[config.mk]
export PLATFORM = sky130hd
export DESIGN_NAME = hazard_scheduler
export DESIGN_NICKNAME = d
export VERILOG_FILES = /design/src/rtl/hazard_scheduler.sv
export SDC_FILE = /design/constraint.sdc
export NUM_CORES = 1
export LEC_CHECK = 0
export CORE_UTILIZATION = 40
export DETAILED_ROUTE_END_ITERATION = 6
export PLACE_DENSITY = 0.76
export RECOVER_POWER = 50
export SYNTH_ARGS = -nofsm -noshare
export SYNTH_HDL_FRONTEND = slang
export SYNTH_SLANG_ARGS = --single-unit
[constraint.sdc]
create_clock -name clk -period 5.4 [get_ports clk]
set_clock_uncertainty 0.15 [all_clocks]
set_input_delay 1.08 -clock clk [delete_from_list [all_inputs] [get_ports clk]]
set_output_delay 1.08 -clock clk [all_outputs]
set_load 0.05 [all_outputs]
[src/rtl/hazard_scheduler.sv]
// Pipeline hazard and sequencing controller for the 5-stage RV32 core: stall/flush
// control, EX forwarding selects, M-unit start/done handshake and perf counters.
module hazard_scheduler #(
  parameter int unsigned MD_TIMEOUT = 64,
  parameter int unsigned CNT_WIDTH  = 32
) (
  input  logic                 clk,
  input  logic                 rst_n,
  input  logic [4:0]           D_Rs1,
  input  logic [4:0]           D_Rs2,
  input  logic [4:0]           E_Rs1,
  input  logic [4:0]           E_Rs2,
  input  logic [4:0]           E_Rd,
  input  logic [1:0]           E_ResultSrc,
  input  logic                 E_PCSrc,
  input  logic                 E_MulDiv,
  input  logic [4:0]           M_Rd,
  input  logic [4:0]           W_Rd,
  input  logic                 M_RegWrite,
  input  logic                 W_RegWrite,
  input  logic                 md_done,
  output logic                 F_Stall,
  output logic                 D_Stall,
  output logic                 E_Stall,
  output logic                 D_Flush,
  output logic                 E_Flush,
  output logic                 M_Flush,
  output logic [1:0]           E_ForwardA,
  output logic [1:0]           E_ForwardB,
  output logic                 md_start,
  output logic                 md_timeout,
  output logic [CNT_WIDTH-1:0] stall_cycles,
  output logic [CNT_WIDTH-1:0] flush_events
);

  localparam logic [0:0] RUN  = 1'b0;
  localparam logic [0:0] BUSY = 1'b1;

  localparam int unsigned   BW   = (MD_TIMEOUT > 1) ? $clog2(MD_TIMEOUT) : 1;
  localparam logic [BW-1:0] LAST = BW'(MD_TIMEOUT - 1);

  logic [0:0]    state;
  logic [BW-1:0] bcnt;
  logic          lw_stall;
  logic          timeout_hit;
  logic          md_release;
  logic          md_stall;

  always_comb begin
    lw_stall    = (E_ResultSrc == 2'b01) && (E_Rd != '0) &&
                  ((E_Rd == D_Rs1) || (E_Rd == D_Rs2));
    // A done pulse in the last allowed cycle is a normal release, not a timeout.
    timeout_hit = (state == BUSY) && !md_done && (bcnt == LAST);
    md_release  = md_done || timeout_hit;
    md_stall    = ((state == RUN) && E_MulDiv) || ((state == BUSY) && !md_release);

    F_Stall  = rst_n && (lw_stall || md_stall);
    D_Stall  = rst_n && (lw_stall || md_stall);
    E_Stall  = rst_n && md_stall;
    M_Flush  = rst_n && md_stall;
    D_Flush  = rst_n && E_PCSrc;
    E_Flush  = rst_n && (lw_stall || E_PCSrc);
    md_start = rst_n && (state == RUN) && E_MulDiv;

    E_ForwardA = 2'b00;
    if (rst_n) begin
      if (M_RegWrite && (M_Rd != '0) && (M_Rd == E_Rs1))      E_ForwardA = 2'b10;
      else if (W_RegWrite && (W_Rd != '0) && (W_Rd == E_Rs1)) E_ForwardA = 2'b01;
    end

    E_ForwardB = 2'b00;
    if (rst_n) begin
      if (M_RegWrite && (M_Rd != '0) && (M_Rd == E_Rs2))      E_ForwardB = 2'b10;
      else if (W_RegWrite && (W_Rd != '0) && (W_Rd == E_Rs2)) E_ForwardB = 2'b01;
    end
  end

  always_ff @(posedge clk or negedge rst_n) begin
    if (!rst_n) begin
      state      <= RUN;
      bcnt       <= '0;
      md_timeout <= 1'b0;
    end else begin
      if (timeout_hit) md_timeout <= 1'b1;
      case (state)
        RUN: begin
          if (E_MulDiv) begin
            state <= BUSY;
            bcnt  <= '0;
          end
        end
        default: begin
          if (md_release) state <= RUN;
          else            bcnt  <= bcnt + BW'(1);
        end
      endcase
    end
  end

  always_ff @(posedge clk or negedge rst_n) begin
    if (!rst_n) begin
      stall_cycles <= '0;
      flush_events <= '0;
    end else begin
      if (F_Stall && (stall_cycles != '1)) stall_cycles <= stall_cycles + CNT_WIDTH'(1);
      if (E_Flush && (flush_events != '1)) flush_events <= flush_events + CNT_WIDTH'(1);
    end
  end

endmodule

==> flow_metrics.py <==
metrics = {
    "worst_setup_path": {
        "reg2reg_depth": 7,
        "crit_end": "E_ForwardB[0]",
        "crit_family": "buffers and inverters",
        "cp_max_fo": 3,
        "worstSetupPathDepth": 6,
        "rr_endpoint": "stall_cycles[21]$_DFFE_PN0P_",
        "cp_slowest_cell": "clkdlybuf4s50_1",
        "rr_startpoint": "stall_cycles[1]$_DFFE_PN0P_",
        "startpoint_type": "input pin",
        "crit_required_ns": 4.17,
        "slowest_delay_ns": 0.85,
        "crit_path_start": "M_Rd[1]",
        "end_kind": "output pin",
        "cp_cell_sequence": "clkdlybuf4s50_1, or4_1, o21ai_0, nor4_1, nor4_1, clkdlybuf4s50_1",
        "crit_buf_inv": 2,
        "r2r_slack_ns": 2.54,
        "worstSetupPathType": "in -> out",
        "crit_arrival_ns": 3.58,
    },
    "sta": {
        "fin_crit_ns": 4.811,
        "hold_slack_ns": 0.3193,
        "timing.final.crit_share_pct": 89.09,
        "rsz0062_at_grt": "false",
        "max_slew_margin_pct": 17.51,
        "worst_slew_pin_slew_ns": 1.237,
        "setup_viol": 0,
        "timing.fmax_mhz": 207.9,
        "slew_viol_final": 0,
        "setup_tns_ns": 0,
        "hold_violations": 0,
    },
    "global_routing": {
        "antenna_found_initial": 0,
        "grt_pass1_wl_mm": 15.86,
        "grt_max_degree": 29,
        "grt_usage_pct": 20.45,
        "grt_pass1_vias": 3382,
        "overflow": 0,
    },
    "floorplanning": {
        "die_h_um": 99.63,
        "fp.dieW_um": 99.63,
        "start_util_pct": 41.26,
        "fp-row-count": 35,
        "core_area_um2": 9240,
        "boundaryPins": 120,
        "die-area_um2": 9925,
    },
    "clock_tree": {
        "path_clk_slew_ns": 0.07,
        "clock-root-buffer": "clkbuf_8",
        "postCtsHoldBufs": 0,
        "cts_setup_buffers": 0,
        "cts.sinks": 72,
        "cts_tree": "done",
        "post_cts_resized": 0,
        "clockBufferDepth": 2,
        "clock_latency_ns": 0.34,
        "htree_levels": 3,
        "numCtsBuffers": 9,
    },
    "cells_and_area": {
        "syn2layout_area_growth_pct": 40.66,
        "finish.instance_area_um2": 5363,
        "seqCellArea_um2": 1802,
        "multi_input_comb_area_um2": 1932,
        "num_antenna_cells": 0,
        "nets": 548,
        "drive_gt1_share_pct": 4.554,
        "fillCellCount": 786,
        "final_util_pct": 58.04,
    },
    "drt": {
        "dr.pass1.iters": 5,
        "drcViolationCount": 0,
        "viasPerCell": 5.156,
        "wl_per_cell_um": 15.02,
        "vias": 3269,
        "first_iter_violations": 104,
        "wl_mm": 9.521,
        "ant_nets": 0,
    },
    "yosys": {
        "netlist_area_um2": 3812,
        "synth_nets": 423,
        "synth_edf_count": 0,
        "synthArstFlopShare_pct": 100.0,
        "synthCells": 376,
        "ys_types": 39,
        "synth-main-ff-cell": "dfrtp_1",
        "synth-seq-area-share_pct": 47.26,
        "ys_seq_elements": 72,
        "syn_area_per_cell_um2": 10.14,
        "yosysWarnings": 0,
    },
    "run": {
        "cap_violations": 0,
    },
    "min_path": {
        "hold_path_class": "reg -> reg",
        "whs_path_depth": 1,
    },
    "placement": {
        "gp_congestion": 0.7858,
        "post-dp-hpwl_mm": 7.230,
        "portBuffers": 119,
        "postPlaceCellArea_um2": 5136,
    },
    "power_and_ir_drop": {
        "power_density_nw_per_um2": 286.8,
        "power_mw": 1.538,
        "ir_drop_v": 0.0002429,
        "p_leak_nw": 2.387,
    },
    "status": {
        "status": "completed",
    },
}
==> cell usage after synthesis, types with 2 or more instances <==
library cell / n / area (um2)
nor2_1: 24 / 90.09
o21a_1: 2 / 15.01
xnor2_1: 45 / 394.1
nor3b_1: 2 / 15.01
dfrtp_1: 72 / 1802
nor4_1: 7 / 43.79
buf_4: 2 / 15.01
xor2_1: 49 / 429.2
clkbuf_1: 5 / 18.77
o21ai_0: 4 / 20.02
a21oi_1: 2 / 10.01
o21bai_1: 2 / 15.01
nand2_1: 35 / 131.4
or4_1: 5 / 37.54
or3_1: 2 / 12.51
and4_1: 4 / 35.03
buf_6: 2 / 22.52
nand3_1: 26 / 130.1
and3_1: 12 / 75.07
and2_1: 8 / 50.05
inv_1: 6 / 22.52
nor2b_1: 3 / 18.77
nor3_1: 15 / 75.07
nand4_1: 25 / 156.4
ha_1: 3 / 37.54
==> worst min-delay path by stage <==
stage,slack (ns),endpoint,from
after floorplan,0.33,bcnt[0]$_DFFE_PN0P_,bcnt[0]$_DFFE_PN0P_
after global placement,0.30,md_timeout$_DFFE_PN0P_,md_timeout$_DFFE_PN0P_
after detailed placement,0.31,md_timeout$_DFFE_PN0P_,md_timeout$_DFFE_PN0P_
after CTS,0.33,md_timeout$_DFFE_PN0P_,md_timeout$_DFFE_PN0P_
after global routing,0.34,stall_cycles[16]$_DFFE_PN0P_,stall_cycles[16]$_DFFE_PN0P_
final,0.32,md_timeout$_DFFE_PN0P_,md_timeout$_DFFE_PN0P_
==> cell usage in the layout (no fill, tap or decap), types with 8 or more instances in the layout <==
| cell | instances |
|---|---|
| nand2_1 | 35 |
| and3_1 | 12 |
| dfrtp_1 | 72 |
| nand3_1 | 26 |
| nor3_1 | 15 |
| xor2_1 | 49 |
| dlygate4sd3_1 | 31 |
| xnor2_1 | 45 |
| clkbuf_8 | 9 |
| and2_1 | 8 |
| nand4_1 | 25 |
| nor2_1 | 24 |
| clkdlybuf4s50_1 | 87 |
==> flip-flops by register name, indices dropped and copies added, names as in the netlist <==
name,flops
bcnt,6
flush_events,32
stall_cycles,32
state,1
md_timeout,1
==> final cells by class <==
type	count	area share (%)
flip-flops and latches	72	33.60
clock inverters	5	1.983
inverters	6	0.4200
well taps	129	3.010
repair buffers	123	22.59
clock buffers	10	2.380
multi-input cells	289	36.02
==> per-layer routing <==
metal / vias to the layer above / routed length [um] / GRT usage (%)
li1: 1557 / - / -
met1: 1577 / 3917 / 23.80
met2: 118 / 4721 / 35.04
met3: 17 / 619 / 5.762
met4: 0 / 263 / 9.276
met5: - / 0 / 0
==> kinds of logic (layout without fill, tap and decap cells) <==
group | Yosys count | after routing | synth area share (%)
buffers and inverters | 15 | 144 | 2.067
adders and majority gates | 3 | 3 | 0.9847
muxes | 1 | 1 | 0.2626
xor gates and xnor gates | 94 | 94 | 21.60
AOI/OAI and AO/OA | 15 | 15 | 2.527
and+or+nand+nor | 176 | 176 | 25.30
DFF | 72 | 72 | 47.26
==> where the power goes <==
| part | switching, mW | leakage (nW) | internal [mW] |
|---|---|---|---|
| clock | 0.203 | 0.113 | 0.305 |
| sequential | 0.0541 | 0.981 | 0.581 |
| combinational | 0.247 | 1.29 | 0.147 |
| total | 0.505 | 2.39 | 1.03 |
==> stage by stage <==
| stage | setup WS (ns) | instances |
|---|---|---|
| 5_1_grt | 0.4436 | 634 |
| 3_5_place_dp | 0.5802 | 619 |
| 4_1_cts | 0.5719 | 634 |
| 6_report | 0.5893 | 634 |
| 2_1_floorplan | 0.7385 | 376 |
| 3_3_place_gp | 0.6394 | 619 |
Power figures use the tool's default switching activity.
